<file path="src/rtl/ldpc_job_sched.sv">
// Two-requester round-robin job scheduler for an LDPC encode/decode core.
// Latches job parameters at grant, watches the core with a watchdog, reports done/timeout.
module ldpc_job_sched #(
    parameter int TIMEOUT_W = 16,
    parameter int ITER_W    = 4
) (
    input  logic                 wb_clk_i,
    input  logic                 wb_rst_ni,
    input  logic [1:0]           req_i,
    input  logic [1:0]           mode_i,
    input  logic [ITER_W-1:0]    cfg_iter_i,
    input  logic [TIMEOUT_W-1:0] timeout_i,
    output logic [1:0]           gnt_o,
    output logic [1:0]           done_o,
    output logic [1:0]           err_o,
    output logic                 core_start_o,
    output logic                 core_mode_o,
    output logic [ITER_W-1:0]    core_iter_o,
    input  logic                 core_done_i,
    output logic                 irq_o,
    input  logic                 irq_clr_i
);

    typedef enum logic [2:0] {IDLE, GRANT, START, RUN, FIN} state_t;

    state_t               state, state_nxt;
    logic [1:0]           gnt;
    logic                 prio;
    logic                 win;
    logic                 ok;
    logic                 timed_out;
    logic                 mode_q;
    logic [ITER_W-1:0]    iter_q;
    logic [TIMEOUT_W-1:0] wd;
    logic                 irq;
    logic                 start;
    logic [1:0]           done;
    logic [1:0]           err;

    // prio names the requester favoured on a tie (the one not granted last)
    always_comb begin
        if (req_i == 2'b11) win = prio;
        else                win = req_i[1];
    end

    assign timed_out = (timeout_i != '0) && (wd == timeout_i);

    always_ff @(posedge wb_clk_i) begin
        if (!wb_rst_ni) state <= IDLE;
        else            state <= state_nxt;
    end

    always_comb begin
        state_nxt = state;
        start     = 1'b0;
        done      = 2'b00;
        err       = 2'b00;
        case (state)
            IDLE:  if (|req_i) state_nxt = GRANT;
            GRANT: state_nxt = START;
            START: begin
                start     = 1'b1;
                state_nxt = RUN;
            end
            RUN:   if (core_done_i || timed_out) state_nxt = FIN;
            FIN: begin
                if (ok) done = gnt;
                else    err  = gnt;
                state_nxt = IDLE;
            end
            default: state_nxt = IDLE;
        endcase
    end

    // ok is rewritten every RUN cycle, so it holds the exit reason in FIN; done beats timeout
    always_ff @(posedge wb_clk_i) begin
        if (!wb_rst_ni) begin
            gnt    <= 2'b00;
            prio   <= 1'b0;
            ok     <= 1'b0;
            mode_q <= 1'b0;
            iter_q <= '0;
            wd     <= '0;
        end else begin
            case (state)
                IDLE: begin
                    if (|req_i) begin
                        gnt    <= win ? 2'b10 : 2'b01;
                        mode_q <= mode_i[win];
                        iter_q <= cfg_iter_i;
                    end
                end
                START: wd <= '0;
                RUN: begin
                    if (wd != '1) wd <= wd + 1'b1;
                    ok <= core_done_i;
                end
                FIN: begin
                    gnt  <= 2'b00;
                    prio <= ~gnt[1];
                end
                default: ;
            endcase
        end
    end

    always_ff @(posedge wb_clk_i) begin
        if (!wb_rst_ni)             irq <= 1'b0;
        else if ((|done) || (|err)) irq <= 1'b1;
        else if (irq_clr_i)         irq <= 1'b0;
    end

    assign gnt_o        = gnt;
    assign done_o       = done;
    assign err_o        = err;
    assign core_start_o = start;
    assign core_mode_o  = mode_q;
    assign core_iter_o  = iter_q;
    assign irq_o        = irq;

endmodule

</file>
<file path="config.mk">
export PLATFORM = sky130hd
export DESIGN_NAME = ldpc_job_sched
export DESIGN_NICKNAME = d
export VERILOG_FILES = /design/src/rtl/ldpc_job_sched.sv
export SDC_FILE = /design/constraint.sdc
export NUM_CORES = 1
export LEC_CHECK = 0
export CORE_ASPECT_RATIO = 0.7
export CORE_MARGIN = 4
export CORE_UTILIZATION = 50
export DETAILED_ROUTE_END_ITERATION = 10
export GPL_ROUTABILITY_DRIVEN = 1
export GPL_TIMING_DRIVEN = 0
export PLACE_DENSITY = 0.86
export SYNTH_ARGS = -nofsm -noshare
export SYNTH_HDL_FRONTEND = slang
export SYNTH_SLANG_ARGS = --single-unit
</file>
<file path="constraint.sdc">
create_clock -name wb_clk_i -period 1.9 [get_ports wb_clk_i]
set_input_delay 0.19 -clock wb_clk_i [delete_from_list [all_inputs] [get_ports wb_clk_i]]
set_output_delay 0.19 -clock wb_clk_i [all_outputs]
set_load 0.005 [all_outputs]
</file>
==> impl_metrics.json, run 1 <==
{
  "min_path_cells": 2,
  "hold_viol_final": 0,
  "synth-seq-area-share_pct": 33.19,
  "slew_headroom_pct": 55.90,
  "clockRootBuffer": "clkbuf_8",
  "grt_max_degree": 11,
  "drt.antenna.violating_nets": 0,
  "synth-edff-count": 0,
  "cts.sinks": 29,
  "gr-total-overflow": 0,
  "multi_input_area_um2": 1122,
  "p_sw_w": 0.0004087,
  "power_density_nw_per_um2": 683.4,
  "end_kind": "register",
  "final_layout_size_suffix_gt1_share_pct": 13.20,
  "ir_drop_mv": 0.5190,
  "rr_worst_depth": 5,
  "combPwrFrac_pct": 18.9,
  "grt_pass1_vias": 1629,
  "synth_flop_cell": "dfxtp_1",
  "hold_class": "register to register",
  "start_util_pct": 53.75,
  "synth_area_um2": 1749,
  "status": "finished, final reports clean",
  "timing.fmax_mhz": 553.5,
  "critPathArrivalTime_ns": 1.93,
  "clock_latency_ns": 0.28,
  "synth_warnings": 0,
  "ctsHoldBuffers": 0,
  "reg2reg_from": "state[2]$_SDFFE_PN0P_",
  "final_common_cell": "clkdlybuf4s50_1",
  "final-setup-viol-count": 0,
  "layout_common_cells": "clkdlybuf4s50_1, dfxtp_1, nor2_1",
  "fill_cells": 244,
  "min_from": "irq_o$_SDFFE_PN0P_",
  "async_flop_share_pct": 0,
  "dieArea_um2": 4524,
  "startpoint_type": "register",
  "path_clk_slew_ns": 0.06,
  "p_int_w": 0.001228,
  "numPortBuffers": 40,
  "leakage_nw": 0.9101,
  "die-height_um": 57.49,
  "drc": 0,
  "drtPass1Iterations": 5,
  "core_area_um2": 3254,
  "critical_path.cell_chain": "buf_2 > and4b_2 > nand3_1 > o311ai_0 > o41ai_1",
  "report.power.total_w": 0.001637,
  "clockBufferDepth": 2,
  "synth_seq_cells": 29,
  "p_clk_share_pct": 41.0,
  "worstSetupStartpoint": "state[2]$_SDFFE_PN0P_",
  "wl_per_cell_um": 17.66,
  "grt_pass1_wl_mm": 8.183,
  "final_cell_area_um2": 2395,
  "syn_inst": 201,
  "dp.final_hpwl_mm": 3.771,
  "criticalPathCategory": "register to register",
  "rsz0062_at_grt": "false",
  "cp_max_fo": 10,
  "cpPeakStageDelay_ns": 0.43,
  "seq_power_share_pct": 40.0,
  "worst_slew_pin_slew_ns": 0.6565,
  "antenna_found_initial": 0,
  "grt_use_total_pct": 23.39,
  "p_sw_share_pct": 24.97,
  "cts_made_buffers": 5,
  "synth_fp_nets": 230,
  "crit_slowest_cell": "o311ai_0",
  "drt_wl_total_mm": 5.245,
  "drv_slew": 0,
  "synth_area_per_cell_um2": 8.702,
  "fin_tns_setup_ns": 0,
  "rows": 17,
  "synthDistinctLibCells": 49,
  "register_area_um2": 581.8,
  "drt-vias-per-instance": 6.003,
  "dr_total_vias": 1783,
  "ctsHtreeMaxLevel": 2,
  "period_needed_ns": 1.807,
  "skew_ns": 0.003886,
  "cts_tree": "yes",
  "io_pins": 41,
  "diodes": 0,
  "final_net_count": 278,
  "syn2layout_area_growth_pct": 36.91,
  "gp_congestion": 0.9411,
  "drv_cap": 0,
  "first_iter_violations": 207,
  "place_area_um2": 2208,
  "die_w_um": 78.70,
  "timing.final.crit_share_pct": 95.09,
  "required_ns": 2.03
}
[worst max-delay path: cells and delay by family, from the launching register on]
family / cells / cell delay, ns
AOI/OAI and AO/OA: 2 / 0.63
and+or+nand+nor: 2 / 0.53
DFF: 1 / 0.31
buffers and inverters: 1 / 0.19
[per-layer routing]
| layer | global-route usage, % | vias up | routed length, µm |
|---|---|---|---|
| li1 | - | 852 | - |
| met1 | 32.48 | 830 | 2304 |
| met2 | 35.67 | 91 | 2405 |
| met3 | 5.363 | 10 | 466 |
| met4 | 7.980 | 0 | 68 |
| met5 | 0 | - | 0 |
[cells by family after synthesis]
family / after synthesis / share of synthesized area, %
AOI/OAI and AO/OA: 32 / 12.66
xor gates and xnor gates: 17 / 8.513
adders and majority gates: 1 / 0.7152
buffers and inverters: 15 / 5.222
DFF: 29 / 33.19
muxes: 9 / 5.222
and+or+nand+nor: 98 / 34.48
[final cells by class]
type | instances | share of cell area, %
Buffer | 10 | 3.448
Clock buffer | 6 | 3.448
Clock inverter | 2 | 1.567
Inverter | 5 | 0.7837
Multi-Input combinational cell | 157 | 46.87
Sequential cell | 29 | 24.29
Tap cell | 47 | 2.456
Timing Repair Buffer | 41 | 17.14
[synth_stat cells (all sizes together) (2+ instances only)]
cell	instances	area [µm²]
o41ai	2	17.52
o211ai	2	15.01
nor4	9	71.32
xnor2	8	70.07
a21oi	9	45.04
o311ai	2	17.52
or4	6	45.04
and4	5	46.30
a211oi	4	30.03
nor3b	3	22.52
mux2i	8	80.08
nand2b	3	26.27
nand2	12	45.04
o31ai	2	15.01
buf	5	33.78
nand4	10	62.56
inv	5	18.77
nor3	8	40.04
dfxtp	29	580.6
o21ai	5	25.02
nor2b	2	12.51
and2	5	32.53
xor2	9	78.83
and3	6	37.54
nand3	8	52.55
nor2	15	56.30
clkbuf	5	38.79
[flip-flops by register name (all words and copies together), names as in the netlist]
register,cells
prio,1
core_iter_o,4
wd,16
state,3
ok,1
irq_o,1
gnt_o,2
core_mode_o,1
[power groups by stage]
stage	Combinational, W	Sequential [W]	Clock, W
after floorplan	0.000139	0.000662	0
after global placement	0.000274	0.000662	0
after detailed placement	0.000279	0.000663	0
after CTS	0.000299	0.000653	0.000677
after global routing	0.000330	0.000658	0.000713
final	0.000310	0.000655	0.000671
[repair_timing]
item,4_1_cts,5_1_grt
resized for setup,10,10
pin swaps,0,0
endpoints found under the setup margin,6,9
setup buffers,0,1
[final timing paths]
path / slack (ns) / to
max: 0.09 / wd[11]$_SDFFE_PN0P_
min: 0.49 / irq_o$_SDFFE_PN0P_
max reg2reg: 0.09 / wd[11]$_SDFFE_PN0P_
min reg2reg: 0.49 / irq_o$_SDFFE_PN0P_
[stage by stage]
step                      util, %  setup WS (ns)  cells  hold WS [ns]
final                       73.59        0.09322    297        0.4931
after global routing        73.59       0.009034    297        0.5004
after CTS                   72.40        -0.1081    296        0.4888
after detailed placement    67.86        -0.3109    288        0.4749
after global placement      67.86        -0.2157    288        0.4582
after floorplan                 -         0.3517    201        0.3311
Power figures use the tool's default switching activity.
==> run 2, diff against run 1 <==
--- a/config.mk
+++ b/config.mk
@@ -8,9 +8,9 @@
 export CORE_ASPECT_RATIO = 0.7
 export CORE_MARGIN = 4
-export CORE_UTILIZATION = 50
+export CORE_UTILIZATION = 45
 export DETAILED_ROUTE_END_ITERATION = 10
 export GPL_ROUTABILITY_DRIVEN = 1
 export GPL_TIMING_DRIVEN = 0
-export PLACE_DENSITY = 0.86
+export PLACE_DENSITY = 0.79
 export SYNTH_ARGS = -nofsm -noshare
 export SYNTH_HDL_FRONTEND = slang
==> constraint.sdc (replaced) <==
create_clock -name wb_clk_i -period 1.9 [get_ports wb_clk_i]
set_input_delay 0.19 -clock wb_clk_i [delete_from_list [all_inputs] [get_ports wb_clk_i]]
set_output_delay 0.19 -clock wb_clk_i [all_outputs]
set_load 0.02 [all_outputs]
==> run 2 against run 1 <==
  * First-iteration DRC count is 21% lower
  * Die area up 9.7%
  * Clock-buffer cell count unchanged
  * Utilization is 9.3 points lower
  * Hold slack worse by 0.023 ns
  * Maximum frequency is 1.9% higher
  * Clock power rose by 1%
  * Critical path depth up 1
  * Critical path type is now primary input to register
  * Largest cell class unchanged
  * Largest power group unchanged
  * Highest routed layer unchanged
==> impl_metrics.json, run 2 (same netlist as run 1, synthesis figures left out) <==
{
  "status": "finished, final reports clean",
  "slew_headroom_pct": 57.39,
  "end_kind": "register",
  "final_common_cell": "clkdlybuf4s50_1",
  "worst_slew_pin_slew_ns": 0.6344,
  "dp_slack_ns": -0.3154,
  "rows": 18,
  "dieArea_um2": 4965,
  "die-height_um": 60.17,
  "drtPass1Iterations": 4,
  "layout_common_cells": "clkdlybuf4s50_1, dfxtp_1, nor2_1",
  "timing.final.crit_share_pct": 93.30,
  "final_net_count": 277,
  "grt_pass1_wl_mm": 7.652,
  "seq_power_share_pct": 39.9,
  "final_layout_size_suffix_gt1_share_pct": 11.65,
  "ctsHoldBuffers": 0,
  "start_util_pct": 48.24,
  "gr-total-overflow": 0,
  "timing.fmax_mhz": 564.1,
  "drv_slew": 0,
  "ir_drop_mv": 0.5173,
  "combPwrFrac_pct": 18.6,
  "p_int_w": 0.001213,
  "required_ns": 2.08,
  "p_clk_share_pct": 41.5,
  "ctsHtreeMaxLevel": 2,
  "cts.sinks": 29,
  "critPathArrivalTime_ns": 1.96,
  "syn2layout_area_growth_pct": 33.26,
  "largest_register": "wd",
  "final-setup-viol-count": 0,
  "crit_slowest_cell": "clkdlybuf4s50_1",
  "dp.final_hpwl_mm": 3.704,
  "instances_no_fill": 299,
  "largest_reg_flops": 16,
  "cts_setup_buffers": 0,
  "path_clk_slew_ns": 0.06,
  "worst_slack_ns": 0.1273,
  "grt_use_total_pct": 20.69,
  "io_pins": 41,
  "p_sw_share_pct": 25.82,
  "drt.antenna.violating_nets": 0,
  "drt_wl_total_mm": 4.707,
  "cpPeakStageDelay_ns": 0.69,
  "antenna_found_initial": 0,
  "first_iter_violations": 164,
  "die_w_um": 82.52,
  "rsz0062_at_grt": "false",
  "drc": 0,
  "cts_resized": 7,
  "holdWs_ns": 0.4700,
  "diodes": 0,
  "clock_latency_ns": 0.29,
  "clockBufferDepth": 2,
  "clockRootBuffer": "clkbuf_8",
  "gp_congestion": 0.8828,
  "dp.cells": 291,
  "cp_max_fo": 10,
  "drv_cap": 0,
  "cts_made_buffers": 5,
  "hold_viol_final": 0,
  "drt-vias-per-instance": 5.753,
  "core_area_um2": 3626,
  "leakage_nw": 0.8574,
  "report.power.total_w": 0.001635,
  "wl_per_cell_um": 15.74,
  "cts_tree": "yes",
  "p_sw_w": 0.0004220,
  "grt_max_degree": 11,
  "power_density_nw_per_um2": 701.2,
  "grt_pass1_vias": 1561,
  "startpoint_type": "primary input",
  "criticalPathCategory": "primary input to register",
  "numPortBuffers": 40,
  "period_needed_ns": 1.773,
  "hold_class": "register to register",
  "critical_path.cell_chain": "clkdlybuf4s50_1 > inv_1 > clkbuf_1 > nor2_2 > o311ai_0 > o41ai_1",
  "dr_total_vias": 1720,
  "skew_ns": 0.004215
}
-- run 2: cell count changes in the layout (fill, tap and decap cells not counted), moves of 2 or more --
cell	delta
nor2_4	-2
buf_4	-2
clkbuf_2	+2
dlymetal6s2s_1	-2
-- run 2: metal layers --
| metal | wire [µm] | track usage (%) |
|---|---|---|
| met5 | 0 | 0 |
| met4 | 34 | 6.294 |
| met2 | 2059 | 28.42 |
| met1 | 2290 | 30.85 |
| met3 | 323 | 5.723 |
-- run 2: final timing paths --
| kind | from | slack, ns | cells after the start | to |
|---|---|---|---|---|
| setup / recovery | wb_rst_ni | 0.13 | 6 | wd[11]$_SDFFE_PN0P_ |
| hold / removal | irq_o$_SDFFE_PN0P_ | 0.47 | 2 | irq_o$_SDFFE_PN0P_ |
| setup reg to reg | wd[1]$_SDFFE_PN0P_ | 0.17 | 5 | wd[10]$_SDFFE_PN0P_ |
| hold reg to reg | irq_o$_SDFFE_PN0P_ | 0.47 | 2 | irq_o$_SDFFE_PN0P_ |
-- run 2: cell type report --
| cell class | count | area, µm² |
|---|---|---|
| Inverter | 5 | 18.77 |
| Sequential cell | 29 | 580.6 |
| Multi-Input combinational cell | 157 | 1090 |
| Buffer | 10 | 75.07 |
| Clock buffer | 6 | 82.58 |
| Tap cell | 50 | 62.56 |
| Fill cell | 335 | 1295 |
| Timing Repair Buffer | 40 | 384.1 |
| Clock inverter | 2 | 37.54 |
-- run 2: power groups by stage --
stage | sequential [W] | combinational (W) | clock (W)
CTS | 0.000652 | 0.000301 | 0.000683
detailed placement | 0.000665 | 0.000300 | 0
finish | 0.000652 | 0.000304 | 0.000679
global route | 0.000655 | 0.000325 | 0.000714
global placement | 0.000662 | 0.000298 | 0
floorplan | 0.000681 | 0.000142 | 0
-- run 2: through the flow --
stage / util (%) / instance area [µm²] / TNS (ns)
floorplan: - / 1749 / 0
global placement: 61.01 / 2212 / -1.428
detailed placement: 61.01 / 2212 / -1.544
CTS: 64.35 / 2333 / 0
global route: 64.29 / 2331 / 0
finish: 64.29 / 2331 / 0
-- run 2: worst max-delay path, delay by kind of cell --
| kind | cells | cell delay [ns] |
|---|---|---|
| buffers and inverters | 3 | 1.08 |
| AO/OA/AOI/OAI | 2 | 0.29 |
| AND/OR/NAND/NOR | 1 | 0.40 |
==> run 3, diff against run 2 <==
- PLACE_DENSITY: 0.79 -> 0.85
- SLEW_MARGIN: unset -> 20
==> run 3 against run 2 <==
  * Worst setup slack worse by 0.065 ns
  * Hold slack gained 0.0081 ns
  * Sequential power hardly changed
  * Combinational power rose by 2%
  * First-iteration DRC count rose by 33%
  * Critical path type is now register to primary output
  * Flip-flop and latch count unchanged
  * Critical endpoint is now done_o[1]
  * Maximum frequency is 3.5% lower
  * Via count up 2.7%
  * Die area unchanged
  * Largest cell class unchanged
==> impl_metrics.json, run 3 (same netlist as run 1, synthesis figures left out) <==
{
  "status": "finished, final reports clean",
  "worst_slew_pin_slew_ns": 0.6368,
  "grt_max_degree": 11,
  "final_net_count": 277,
  "gr-total-overflow": 0,
  "grt_pass1_vias": 1603,
  "holdWs_ns": 0.4780,
  "drc": 0,
  "rrSetupSlack_ns": 0.14,
  "cts_made_buffers": 5,
  "timing.fmax_mhz": 544.1,
  "p_int_w": 0.001044,
  "met2_usage_pct": 29.91,
  "required_ns": 1.71,
  "drtPass1Iterations": 4,
  "ctsHoldBuffers": 0,
  "dp.cells": 291,
  "gr-max-usage-layer": "met1",
  "timing.final.crit_share_pct": 96.73,
  "drv_slew": 0,
  "critPathArrivalTime_ns": 1.65,
  "die-height_um": 60.17,
  "layout_common_cells": "clkdlybuf4s50_1, dfxtp_1, nor2_1",
  "diodes": 0,
  "path_clk_slew_ns": 0.07,
  "seq_power_share_pct": 44.3,
  "report.power.total_w": 0.001476,
  "fin_util_pct": 64.15,
  "clockRootBuffer": "clkbuf_8",
  "clockBufferDepth": 2,
  "hold_viol_final": 0,
  "hold_class": "register to register",
  "drt-vias-per-instance": 5.906,
  "p_sw_share_pct": 29.30,
  "end_kind": "primary output",
  "io_pins": 41,
  "drv_cap": 0,
  "instances_no_fill": 299,
  "dieArea_um2": 4965,
  "period_needed_ns": 1.838,
  "ir_drop_mv": 0.4580,
  "ctsHtreeMaxLevel": 2,
  "fill_cells": 311,
  "antenna_found_initial": 0,
  "dr_total_vias": 1766,
  "wl_per_cell_um": 16.64,
  "numPortBuffers": 40,
  "multi_input_area_um2": 1104,
  "criticalPathCategory": "register to primary output",
  "final-setup-viol-count": 0,
  "drt.antenna.violating_nets": 0,
  "largest_register": "wd",
  "dp.final_hpwl_mm": 3.776,
  "cp_max_fo": 10,
  "cts.sinks": 29,
  "p_clk_share_pct": 34.6,
  "cts_setup_buffers": 0,
  "drt_wl_total_mm": 4.974,
  "syn2layout_area_growth_pct": 32.98,
  "largest_reg_flops": 16,
  "use_met3_pct": 5.422,
  "core_area_um2": 3626,
  "die_w_um": 82.52,
  "skew_ns": 0.003210,
  "use_met1_pct": 30.28,
  "grt_use_total_pct": 21.35,
  "start_util_pct": 48.24,
  "leakage_nw": 0.8444,
  "fin_tns_setup_ns": 0,
  "startpoint_type": "register",
  "power_density_nw_per_um2": 634.6,
  "slew_headroom_pct": 57.23,
  "register_area_um2": 580.6,
  "clock_latency_ns": 0.29,
  "gp_congestion": 0.9210,
  "rows": 18,
  "p_sw_w": 0.0004325,
  "first_iter_violations": 218,
  "final_common_cell": "clkdlybuf4s50_1",
  "final_layout_size_suffix_gt1_share_pct": 12.45,
  "grt_pass1_wl_mm": 7.817,
  "combPwrFrac_pct": 21.1,
  "cts_tree": "yes"
}
[run 3: final timing paths]
path / to / startpoint / cells after the start
max: done_o[1] / state[0]$_SDFFE_PN0P_ / 5
min: irq_o$_SDFFE_PN0P_ / irq_o$_SDFFE_PN0P_ / 2
max reg2reg: wd[11]$_SDFFE_PN0P_ / wd[14]$_SDFFE_PN0P_ / 5
min reg2reg: irq_o$_SDFFE_PN0P_ / irq_o$_SDFFE_PN0P_ / 2
[run 3: cell type report]
cell class	count	area share [%]
Sequential cell	29	24.96
Clock buffer	5	2.959
Inverter	5	0.8069
Multi-Input combinational cell	157	47.44
Tap cell	50	2.690
Buffer	10	3.389
Timing Repair Buffer	40	17.00
Clock inverter	3	0.7531
[run 3: critical path, stage by stage (launching register included)]
cell and delay (ns):
dfxtp_1 0.40, buf_6 0.18, nor2_1 0.07, and2_2 0.24, and3_1 0.18, clkdlybuf4s15_1 0.28
[run 3: what timing repair did]
item	in CTS	in global routing
resized for setup	13	10
setup endpoints to repair	6	5
pin swaps	0	0
[run 3: power by group through the flow]
stage	combinational, W	clock (W)	sequential (W)
floorplan	0.000142	0	0.000681
finish	0.000311	0.000511	0.000654
global placement	0.000298	0	0.000663
global route	0.000334	0.000542	0.000658
detailed placement	0.000302	0	0.000664
CTS	0.000306	0.000511	0.000653
[run 3: per-layer routing]
metal,vias to the layer above,share of wire [%]
li1,858,-
met1,826,46
met2,69,44
met3,13,7.2
met4,0,2.5
met5,-,0
[run 3: per-stage QoR]
| stage | area, µm² | worst slack (ns) |
|---|---|---|
| 2_1_floorplan | 1749 | 0.08050 |
| 6_report | 2326 | 0.06216 |
| 5_1_grt | 2326 | -0.01123 |
| 3_3_place_gp | 2212 | -0.2495 |
| 3_5_place_dp | 2212 | -0.3124 |
| 4_1_cts | 2311 | -0.01766 |
